`src/rtl/imem_boot_pkg.sv`:
```
// Shared types and widths for the instruction-memory boot loader.
// Holds the FSM state encoding plus the default address and instruction widths.
package imem_boot_pkg;

  localparam int IMEM_ADDR_W = 8;
  localparam int INSTR_W     = 32;

  typedef enum logic [2:0] {
    ST_IDLE  = 3'd0,
    ST_RECV  = 3'd1,
    ST_WRITE = 3'd2,
    ST_DONE  = 3'd3,
    ST_ERROR = 3'd4
  } boot_state_e;

endpackage

```
`src/rtl/imem_boot_ctrl_byte_packer.sv`:
```
// Little-endian word assembler: each accepted byte lands in lane byte_count.
// word_ready flags the cycle in which the fourth byte of a word is accepted.
module byte_packer
  import imem_boot_pkg::*;
(
  input  logic               clk,
  input  logic               rst_n,
  input  logic               clear,
  input  logic               shift_en,
  input  logic [7:0]         byte_in,
  output logic [INSTR_W-1:0] word,
  output logic               word_ready
);

  logic [1:0]         r_cnt;
  logic [INSTR_W-1:0] r_word;

  always_ff @(posedge clk) begin
    if (!rst_n || clear) begin
      r_cnt  <= 2'd0;
      r_word <= '0;
    end else if (shift_en) begin
      r_word[{r_cnt, 3'b000} +: 8] <= byte_in;
      r_cnt                        <= r_cnt + 2'd1;
    end
  end

  assign word       = r_word;
  assign word_ready = shift_en && (r_cnt == 2'd3);

endmodule

```
`src/rtl/imem_boot_ctrl.sv`:
```
// Boot loader: streams bytes into 32-bit words, writes them to instruction
// memory, and holds the core in reset until a complete program is present.
//
// state    | meaning
// ---------+--------------------------------------------------------------
// ST_IDLE  | no load since reset; memory address follows the core PC
// ST_RECV  | accepting bytes for the current word; idle timer running
// ST_WRITE | one-cycle write strobe of the assembled word
// ST_DONE  | program loaded; core released from reset
// ST_ERROR | load aborted on idle timeout; core held until next start
module imem_boot_ctrl
  import imem_boot_pkg::*;
#(
  parameter int TIMEOUT_CYCLES = 1024,
  parameter int ADDR_W         = IMEM_ADDR_W
) (
  input  logic               clk,
  input  logic               rst_n,
  input  logic               start,
  input  logic [ADDR_W-1:0]  load_len_m1,
  input  logic               byte_valid,
  input  logic [7:0]         byte_data,
  output logic               byte_ready,
  input  logic [ADDR_W-1:0]  core_pc_addr,
  output logic               mem_load_en,
  output logic [ADDR_W-1:0]  mem_address,
  output logic [INSTR_W-1:0] mem_load_inst,
  output logic               core_rst_n,
  output logic               busy,
  output logic               done,
  output logic               error
);

  localparam int TMO_W = $clog2(TIMEOUT_CYCLES + 1);
  localparam logic [TMO_W-1:0] TMO_LOAD = TMO_W'(TIMEOUT_CYCLES);

  boot_state_e       r_state;
  boot_state_e       w_next_state;
  logic [ADDR_W-1:0] r_len;
  logic [ADDR_W-1:0] r_idx;
  logic [TMO_W-1:0]  r_tmo;
  logic              w_xfer;
  logic              w_start_ok;
  logic              w_word_ready;
  logic              w_tmo_hit;
  logic              w_last_word;

  assign w_xfer      = byte_valid && byte_ready;
  assign w_start_ok  = start && (r_state inside {ST_IDLE, ST_DONE, ST_ERROR});
  // Down-counter: the stall that would take it past 1 is the TIMEOUT_CYCLES-th.
  assign w_tmo_hit   = (r_tmo == TMO_W'(1));
  assign w_last_word = (r_idx == r_len);

  byte_packer u_packer (
    .clk        (clk),
    .rst_n      (rst_n),
    .clear      (w_start_ok),
    .shift_en   (w_xfer),
    .byte_in    (byte_data),
    .word       (mem_load_inst),
    .word_ready (w_word_ready)
  );

  always_ff @(posedge clk) begin
    if (!rst_n) r_state <= ST_IDLE;
    else        r_state <= w_next_state;
  end

  always_comb begin
    w_next_state = r_state;
    unique case (r_state)
      ST_IDLE, ST_DONE, ST_ERROR: if (start) w_next_state = ST_RECV;
      ST_RECV: begin
        if (w_word_ready)            w_next_state = ST_WRITE;
        else if (!w_xfer && w_tmo_hit) w_next_state = ST_ERROR;
      end
      ST_WRITE: w_next_state = w_last_word ? ST_DONE : ST_RECV;
      default:  w_next_state = ST_IDLE;
    endcase
  end

  always_comb begin
    byte_ready  = (r_state == ST_RECV);
    mem_load_en = (r_state == ST_WRITE);
    mem_address = (r_state inside {ST_RECV, ST_WRITE}) ? r_idx : core_pc_addr;
  end

  always_ff @(posedge clk) begin
    if (!rst_n) begin
      r_len <= '0;
      r_idx <= '0;
      r_tmo <= TMO_LOAD;
    end else if (w_start_ok) begin
      r_len <= load_len_m1;
      r_idx <= '0;
      r_tmo <= TMO_LOAD;
    end else if (r_state == ST_RECV) begin
      if (w_xfer)          r_tmo <= TMO_LOAD;
      else if (!w_tmo_hit) r_tmo <= r_tmo - TMO_W'(1);
    end else if (r_state == ST_WRITE) begin
      r_tmo <= TMO_LOAD;
      // Index stops at the last word so a full 256-word load never wraps.
      if (!w_last_word) r_idx <= r_idx + ADDR_W'(1);
    end
  end

  always_ff @(posedge clk) begin
    if (!rst_n) begin
      busy       <= 1'b0;
      done       <= 1'b0;
      error      <= 1'b0;
      core_rst_n <= 1'b0;
    end else begin
      busy       <= (w_next_state inside {ST_RECV, ST_WRITE});
      done       <= (w_next_state == ST_DONE);
      error      <= (w_next_state == ST_ERROR);
      core_rst_n <= (w_next_state == ST_DONE);
    end
  end

endmodule

```
`config.mk`:
```
export PLATFORM = sky130hd
export DESIGN_NAME = imem_boot_ctrl
export DESIGN_NICKNAME = d
export VERILOG_FILES = /design/src/rtl/imem_boot_pkg.sv /design/src/rtl/imem_boot_ctrl_byte_packer.sv /design/src/rtl/imem_boot_ctrl.sv
export SDC_FILE = /design/constraint.sdc
export NUM_CORES = 1
export LEC_CHECK = 0
export CAP_MARGIN = 25
export CORE_MARGIN = 2
export CORE_UTILIZATION = 40
export DETAILED_ROUTE_END_ITERATION = 10
export PLACE_DENSITY = 0.67
export SETUP_SLACK_MARGIN = 0.05
export SLEW_MARGIN = 20
export SYNTH_ARGS = -nofsm -noshare
export SYNTH_HDL_FRONTEND = slang
export SYNTH_SLANG_ARGS = --single-unit
```
`constraint.sdc`:
```
create_clock -name clk -period 2.05 [get_ports clk]
set_clock_uncertainty 0.1 [all_clocks]
set_input_delay 0.3075 -clock clk [delete_from_list [all_inputs] [get_ports clk]]
set_output_delay 0.3075 -clock clk [all_outputs]
set_load 0.03 [all_outputs]
```
==> results of run 1 <==
==> tightest hold or removal path, delay by kind of cell (launching register included) <==
kind,cells,cell delay (ps)
compound gates,1,50
flops,1,310
simple gates,1,50
==> metrics by stage <==
step,std cells,power [W]
floorplan,349,0.00164
global placement,524,0.00182
detailed placement,524,0.00182
CTS,551,0.00318
global route,553,0.00331
finish,553,0.00320
==> power by group through the flow <==
stage	Combinational [W]	Sequential, W	Clock [W]
finish	0.000513	0.00136	0.00132
global route	0.000554	0.00137	0.00139
CTS	0.000470	0.00136	0.00135
detailed placement	0.000430	0.00139	0
global placement	0.000425	0.00139	0
floorplan	0.000246	0.00140	0
==> synthesized netlist by cell type, types with 2 or more instances <==
cell and instances:
a21boi_0 2, nor2_1 17, mux2_2 8, clkbuf_1 5, buf_4 4, and3_1 5
o31ai_1 3, xnor2_1 4, nor2b_1 9, nor3b_1 4, or3_1 3, buf_6 3
nor3_1 4, or4_1 4, nand3_1 40, mux2i_1 10, a21oi_1 42, inv_1 8
dfxtp_1 67, buf_2 6, o21ai_0 4, nand4_1 6, nand2_2 2, and2_1 3
ha_1 8, nand2_1 39, xor2_1 16, nor4_1 3, nand3b_1 2
==> registers in the layout (all words and copies together) (netlist names) <==
signal	count
u_packer.word	32
r_tmo	11
r_idx	8
r_len	8
r_state	3
u_packer.r_cnt	2
busy	1
done	1
error	1
==> cell families (layout without fill, tap and decap cells) <==
| kind of cell | after synthesis | after routing |
|---|---|---|
| adders and majority gates | 8 | 8 |
| xor gates and xnor gates | 20 | 20 |
| buffers and inverters | 27 | 132 |
| AOI/OAI and AO/OA | 59 | 59 |
| muxes | 18 | 18 |
| DFF | 67 | 67 |
| and+or+nand+nor | 150 | 150 |
==> metal layers <==
metal	global-route usage, %	wire, µm
met5	0	0
met4	7.07	129
met3	4.52	453
met2	31.3	3700
met1	23.7	3590
==> layout make-up <==
class | count | area share (%)
Clock inverter | 7 | 2.62
Clock buffer | 9 | 2.79
Multi-Input combinational cell | 255 | 37.5
Sequential cell | 67 | 30.3
Tap cell | 99 | 2.79
Timing Repair Buffer | 107 | 23.2
Inverter | 9 | 0.818
==> worst min path at each step <==
stage	to	slack, ps
final	u_packer.word[19]	350
after detailed placement	u_packer.word[9]	340
after global routing	u_packer.word[18]	370
after CTS	u_packer.word[9]	350
after floorplan	u_packer.word[0]	360
after global placement	u_packer.word[12]	340
==> repair_timing <==
item,4_1_cts,5_1_grt
pin swaps,1,6
setup endpoints to repair,9,49
gates resized for setup,60,29
setup buffers,11,3
cloned,0,1
==> impl_summary.log, run 1 <==
INFO  metric run_status = complete, but fails checks
INFO  metric power.switching = approximately 0.00080 W
INFO  metric synth_sequential_area_ratio = a little over two fifths
INFO  metric io_pins = 74
INFO  metric cts_buffers = 9
INFO  metric period_needed = 2100 ps
INFO  metric io_buffer_count = 73
INFO  metric holdCritPathClass = flop to flop
INFO  metric mappedNetlistArea = 3070 µm²
INFO  metric wire_length_of_the_first_global_routing_pass = between 10000 and 15000 µm
INFO  metric seq_power_share = 42.6%
INFO  metric crit_path_kind = flop to output port
INFO  metric post_synth_mux_area_share = approximately 6.2%
INFO  metric worst_path_most_repeated_cell = buf_6
INFO  metric routed-via-count = around 2900
INFO  metric ctsHtreeMaxLevel = 3
INFO  metric initialDrtViolationCount = 90
INFO  metric fin_crit_sh = 102%
INFO  metric detail_route.first_pass.iterations = 5
INFO  metric setup-tns-final = -102 ps
INFO  metric drive_gt1_share = between 20 and 25%
INFO  metric switching_share = 25.0%
INFO  metric slew_viol_final = 0
INFO  metric yosysWarnings = 0
INFO  metric worst-slew-pin-transition = between 500 and 600 ps
INFO  metric r2r_setup_slack = about 100 ps
INFO  metric final_nets = ~490
INFO  metric timing.critical_path.from = r_state[1]
INFO  metric synth_enable_flop_cells = 0
INFO  metric instance_count_of_the_mapped_netlist = 349
INFO  metric path_buf_inv = 3
INFO  metric clock_path_buffers = 2
INFO  metric die_y = 91.6 µm
INFO  metric powerDensity = ~720 nW/µm²
INFO  metric first_global_vias = about 2700
INFO  metric pre_cts_ws = -57.1 ps
INFO  metric cpLargestDelayFamily = buffers and inverters
INFO  metric clkLatencyLatePin = about 340 ps
INFO  metric clock_power_share = approximately 41%
INFO  metric hold_violations_final = 0
INFO  metric worst-path-max-fanout = 8
INFO  metric whs_path_depth = 2
INFO  metric yosys.area.top_type = dfxtp_1
INFO  metric avgRoutedWirePerCell = around 14 µm
INFO  metric clock_sink_count = 67
INFO  metric gp_congestion = 0.811
INFO  metric maxCapViolCount = 0
INFO  metric area_used_by_sequential_logic_in_the_layout = about 1300 µm²
INFO  metric initial_utilization = roughly two fifths
INFO  metric min_from = u_packer.word[19]
INFO  metric critical-path-slowest-cell = dfxtp_2
INFO  metric most_common_cell_after_layout_fill_and_taps_aside = dfxtp_1
INFO  metric cts_hold_buf = 0
INFO  metric grt_overflow_total = 0
INFO  metric ys.flop_type = dfxtp_1
INFO  metric synth-adder-area-share = around 3.3%
INFO  metric failing_checks = setup timing
INFO  metric grt_start_max_net_pins = 26
INFO  metric synth_seq_cells = 67
INFO  metric fin_util = between 60% and 70%
INFO  metric regToRegStartpoint = r_state[1]
INFO  metric synth_top_family_by_area = simple AND/OR/NAND/NOR gates
INFO  metric antenna-diode-count = 0
INFO  metric cts_root_buf = clkbuf_8
INFO  metric crit_path_start_kind = flop
INFO  metric cpPeakStageDelay = roughly 340 ps
INFO  metric multi_input_comb_area = ~1700 µm²
INFO  metric detail-route-antenna-nets = 0
INFO  metric drcViolationCount = 0
INFO  metric crit_path_end = mem_address[5]
INFO  metric post_synth_num_cell_types = 47
INFO  metric clkSlewWorstSetupHoldPaths = ~70 ps
INFO  metric dieArea = about 8400 µm²
INFO  metric synthSimpleGateAreaFrac = about a quarter
INFO  metric rsz0062_at_grt = true
INFO  metric core.rowCount = 31
INFO  metric grt_util_all_layers = around a fifth
INFO  metric grt_antenna_before_repair = 0
INFO  metric critical_path_cell_count = 6
INFO  metric synth.area.top_cells = dfxtp_1, a21oi_1, nand3_1
INFO  metric cts_tree = done
INFO  metric drt_wl_total = ~7900 µm
INFO  metric p_int = between 0.002 and 0.0025 W
INFO  metric core_area = 7330 µm²
INFO  metric static_leak = about 1.7 nW
INFO  metric timing.critical_path.arrival = 1690 ps
INFO  metric final_number_of_setup_violating_endpoints = 5
INFO  metric layout_cell_area_excl_fill = 4440 µm²
INFO  metric synth_compound_gate_area_share = a little over a tenth
INFO  metric timing.critical_path.cells = xnor2_2, nor2_2, buf_6, buf_4, mux2_4, buf_6
INFO  metric setup_ws = -45.0 ps
INFO  metric regToRegEndpoint = r_tmo[4]
INFO  metric placement.cell_area = 3970 µm²
INFO  metric synth_top_area_share = between 40% and 50%
INFO  metric detailed_place_hpwl = between 5000 and 6000 µm
INFO  metric syn_to_final_growth = 44.5%
INFO  metric die-width = 91.6 µm
INFO  metric avg_cell_area_syn = a little under 9 µm²
INFO  metric postSynthNetCount = ~390
INFO  metric worst_hold_margin = approximately 350 ps
INFO  metric critical_path_required = 1640 ps
INFO  metric n_fill_cell = between 600 and 700
INFO  metric mostFrequentLayoutCells = dfxtp_1, clkdlybuf4s50_1, a21oi_1
INFO  metric yosys.area_share.xor_xnor = approximately 5.7%
INFO  metric vias_per_cell = approximately 5.2
INFO  metric comb_power_share = 16.0%
INFO  metric fmax = 0.477 GHz
INFO  metric worstSetupEndpointType = output port
INFO  metric reg2regPathDepth = 10
INFO  metric ir_drop = between 0.0003 and 0.0004 V
INFO  metric async_flop_share = 0%
INFO  metric worst_slew_margin_rel = 63.6%
Note: power is estimated with default switching activity, not from simulation.
==> inputs of run 2 (changes only) <==
Settings changed: ABC_AREA set to 1, PLACE_DENSITY 0.67 to 0.66, SYNTH_HIERARCHICAL set to 1.
==> run 2 against run 1 <==
  * The run now ends clean
  * Sequential power is essentially flat
  * Clock-buffer cell count increased by 4
  * Maximum frequency increased by 8.2%
  * Clock power down 21%
  * Area after synthesis is 8.9% higher
  * Sequential share of layout area down 0.29 points
  * Final area is 1.1% higher
  * Synthesized cell count up 41%
  * Worst setup slack improved by 160 ps
==> impl_summary.log, run 2 <==
INFO  metric pre_cts_ws = 36.7 ps (+93.8 ps)
INFO  metric critical-path-slowest-cell = dfxtp_4
INFO  metric cts_buffers = 9 (unchanged)
INFO  metric clock_sink_count = 67 (unchanged)
INFO  metric cts_root_buf = clkbuf_8
INFO  metric detail_route.first_pass.iterations = 4 (-1)
INFO  metric io_buffer_count = 73 (unchanged)
INFO  metric fmax = 0.516 GHz (+8.2%)
INFO  metric grt_overflow_total = 0 (unchanged)
INFO  metric reg2regPathDepth = 10 (unchanged)
INFO  metric crit_path_start_kind = flop
INFO  metric critical_path_cell_count = 9 (+3)
INFO  metric synth.area.top_cells = dfxtp_1, nand2_1, nor2_1
INFO  metric instance_count_of_the_mapped_netlist = 491 (+41%)
INFO  metric yosys.area.top_type = dfxtp_1
INFO  metric cts_tree = done
INFO  metric routed-via-count = 3354 (+18%)
INFO  metric netlist_top_cells_count = nand2_1, nor2_1, dfxtp_1
INFO  metric cpPeakStageDelay = 360 ps (+20 ps)
INFO  metric setup-tns-final = 0 ps (+102 ps)
INFO  metric worst-slew-pin-transition = 362 ps (-179 ps)
INFO  metric r2r_setup_slack = 240 ps (+140 ps)
INFO  metric grt_start_max_net_pins = 25 (-3.8%)
INFO  metric clkSlewWorstSetupHoldPaths = 70 ps (about the same)
INFO  metric rsz0062_at_grt = true
INFO  metric drive_gt1_share = 12.1% (-8.6 points)
INFO  metric holdCritPathClass = flop to flop
INFO  metric antenna-diode-count = 0 (unchanged)
INFO  metric synth_seq_cells = 67 (unchanged)
INFO  metric crit_path_end = mem_address[1]
INFO  metric crit_path_kind = flop to output port
INFO  metric drcViolationCount = 0 (unchanged)
INFO  metric synth_enable_flop_cells = 0 (unchanged)
INFO  metric largest_register_ffs = 32 (unchanged)
INFO  metric path_buf_inv = 4 (+1)
INFO  metric seq_power_share = 45.6% (+3.0 points)
INFO  metric final_number_of_setup_violating_endpoints = 0 (-5)
INFO  metric timing.critical_path.from = r_state[0]
INFO  metric syn_to_final_growth = 34.0%
INFO  metric regToRegEndpoint = u_packer/word[24]
INFO  metric static_leak = 1.83 nW (+7.9%)
INFO  metric vias_per_cell = 4.85 (-5.9%)
INFO  metric core.rowCount = 33 (+6.5%)
INFO  metric switching_share = 29.1% (+4.0 points)
INFO  metric timing.critical_path.cells = inv_1, nand2_2, nand2_2, nand2_4, buf_6, inv_4, nand2_1, nand2_1, buf_6
INFO  metric ys.flop_type = dfxtp_1
INFO  metric synth_most_common_cell = nand2_1
INFO  metric powerDensity = 673 nW/µm² (-6.8%)
INFO  metric worst-path-max-fanout = 8 (unchanged)
INFO  metric core_area = 8180 µm² (+12%)
INFO  metric worstSetupEndpointType = output port
INFO  metric post_synth_num_cell_types = 30 (-36%)
INFO  metric synth_sequential_area_ratio = 40.1% (-3.6 points)
INFO  metric die-width = 95.4 µm (+4.2%)
INFO  metric mappedNetlistArea = 3340 µm² (+8.9%)
INFO  metric mostFrequentLayoutCells = nand2_1, nor2_1, dfxtp_1
INFO  metric detail-route-antenna-nets = 0 (unchanged)
INFO  metric n_fill_cell = 779 (+24%)
INFO  metric power.switching = 0.000876 W (+9.4%)
INFO  metric maxCapViolCount = 0 (unchanged)
INFO  metric area_used_by_sequential_logic_in_the_layout = 1350 µm² (about the same)
INFO  metric setup_ws = 113 ps (+158 ps)
INFO  metric die_y = 95.4 µm (+4.2%)
INFO  metric run_status = finished, final reports clean
INFO  metric initial_utilization = 40.9% (-0.98 points)
INFO  metric multi_input_comb_area = 1740 µm² (+4.4%)
INFO  metric period_needed = 1940 ps (-158 ps)
INFO  metric io_pins = 74 (unchanged)
INFO  metric wire_length_of_the_first_global_routing_pass = 13600 µm (+7.3%)
INFO  metric hold_violations_final = 0 (unchanged)
INFO  metric timing.critical_path.arrival = 1530 ps (-160 ps)
INFO  metric initialDrtViolationCount = 96 (+6.7%)
INFO  metric drt_wl_total = 8250 µm (+4.7%)
INFO  metric async_flop_share = 0% (unchanged)
INFO  metric avg_cell_area_syn = 6.81 µm² (-23%)
INFO  metric regToRegStartpoint = r_state[2]
INFO  metric clock_path_buffers = 2 (unchanged)
INFO  metric comb_power_share = 19.9% (+3.9 points)
INFO  metric clock_power_share = 34.5% (-6.8 points)
INFO  metric detailed_place_hpwl = 6080 µm (+10%)
INFO  metric slew_viol_final = 0 (unchanged)
INFO  metric worst_slew_margin_rel = 75.8% (+12 points)
INFO  metric ctsHtreeMaxLevel = 3 (unchanged)
INFO  metric avgRoutedWirePerCell = 11.9 µm (-16%)
INFO  metric p_int = 0.00214 W (-11%)
INFO  metric fin_crit_sh = 94.5% (-7.7 points)
INFO  metric clkLatencyLatePin = 350 ps (about the same)
INFO  metric postSynthNetCount = 527 (+37%)
INFO  metric yosysWarnings = 6 (+6)
INFO  metric most_common_cell_after_layout_fill_and_taps_aside = nand2_1
INFO  metric gp_congestion = 0.885 (+9.1%)
INFO  metric grt_antenna_before_repair = 0 (unchanged)
INFO  metric cpLargestDelayFamily = buffers and inverters
INFO  metric final_nets = 619 (+28%)
INFO  metric dieArea = 9110 µm² (+8.5%)
INFO  metric first_global_vias = 3104 (+14%)
INFO  metric ir_drop = 0.000341 V (-15%)
INFO  metric cts_hold_buf = 0 (unchanged)
INFO  metric grt_util_all_layers = 19.0% (+0.12 points)
INFO  metric critical_path_required = 1640 ps (about the same)
INFO  metric synth_top_area_share = 40.1% (-3.6 points)
run 2: cell types whose count changed after synthesis, moves of 5 or more:
cell,change
inv_1,+43
xor2_1,-8
o21ai_0,+26
nand2_1,+89
nor2_1,+51
and3_1,-5
a21oi_1,+8
mux2_2,-8
nand3_1,-12
mux2i_1,-10
nor2b_1,-9
run 2: final cells by class:
type | instances | share of cell area [%]
timing repair inverter | 1 | 0.167
clock inverter | 1 | 0.167
sequential | 67 | 30.0
clock buffer | 13 | 3.99
multi-input combinational | 356 | 38.7
inverter | 56 | 4.91
timing repair buffer | 92 | 19.1
tap | 105 | 2.93
run 2: power by group through the flow:
stage	registers (W)	logic, W	clock network, W
after global routing	0.00138	0.000674	0.00113
after detailed placement	0.00140	0.000575	0
after floorplan	0.00141	0.000372	0
final	0.00138	0.000600	0.00104
after global placement	0.00140	0.000569	0
after CTS	0.00138	0.000577	0.00107
run 2: kinds of logic after synthesis:
| kind of cell | count (synthesis) | synth area share (%) |
|---|---|---|
| AO/OA/AOI/OAI | 82 | 12.5 |
| buffers and inverters | 68 | 8.31 |
| AND/OR/NAND/NOR | 250 | 31.9 |
| adder cells (fa/ha/maj) | 8 | 2.99 |
| flip-flops | 67 | 40.1 |
| XOR/XNOR | 16 | 4.19 |
run 2: worst register-to-register path, delay by kind of cell (launching register included):
kind / cells / cell delay [ps]
AOI/OAI and AO/OA: 1 / 130
buffers and inverters: 4 / 580
DFF: 1 / 340
and+or+nand+nor: 5 / 590
run 2: worst min-delay path by stage:
stage                           start                end  slack (ps)  cells after the start
floorplan                       rst_n           r_len[0]         340                      2
finish              u_packer/word[30]  u_packer/word[30]         370                      2
global placement    u_packer/word[26]  u_packer/word[26]         350                      2
global route         u_packer/word[5]   u_packer/word[5]         390                      2
CTS                 u_packer/word[30]  u_packer/word[30]         370                      2
detailed placement  u_packer/word[30]  u_packer/word[30]         360                      2
run 2: timing repair:
| action | 4_1_cts | 5_1_grt |
|---|---|---|
| hold endpoints to repair | 0 | 0 |
| setup endpoints to repair | 7 | 38 |
| setup buffers | 0 | 4 |
| pin swaps | 0 | 3 |
| resized for setup | 7 | 15 |
| gates cloned | 0 | 1 |
run 2: per-stage QoR:
step / std cells / power, W / utilization [%] / hold WS (ps) / area [µm²]
2_1_floorplan: 491 / 0.00179 / - / 343 / 3340
3_3_place_gp: 672 / 0.00197 / 51.8 / 352 / 4240
3_5_place_dp: 672 / 0.00198 / 51.8 / 356 / 4240
4_1_cts: 686 / 0.00302 / 54.2 / 369 / 4430
5_1_grt: 691 / 0.00318 / 54.8 / 392 / 4480
6_report: 691 / 0.00302 / 54.8 / 368 / 4480
run 2: layer usage:
layer,part of all wire (%),GRT usage [%],up-vias
met5,0,0,-
met1,46,23.8,1501
met4,2.6,9.29,0
met2,45,30.3,91
met3,6.0,4.90,21
li1,-,-,1741
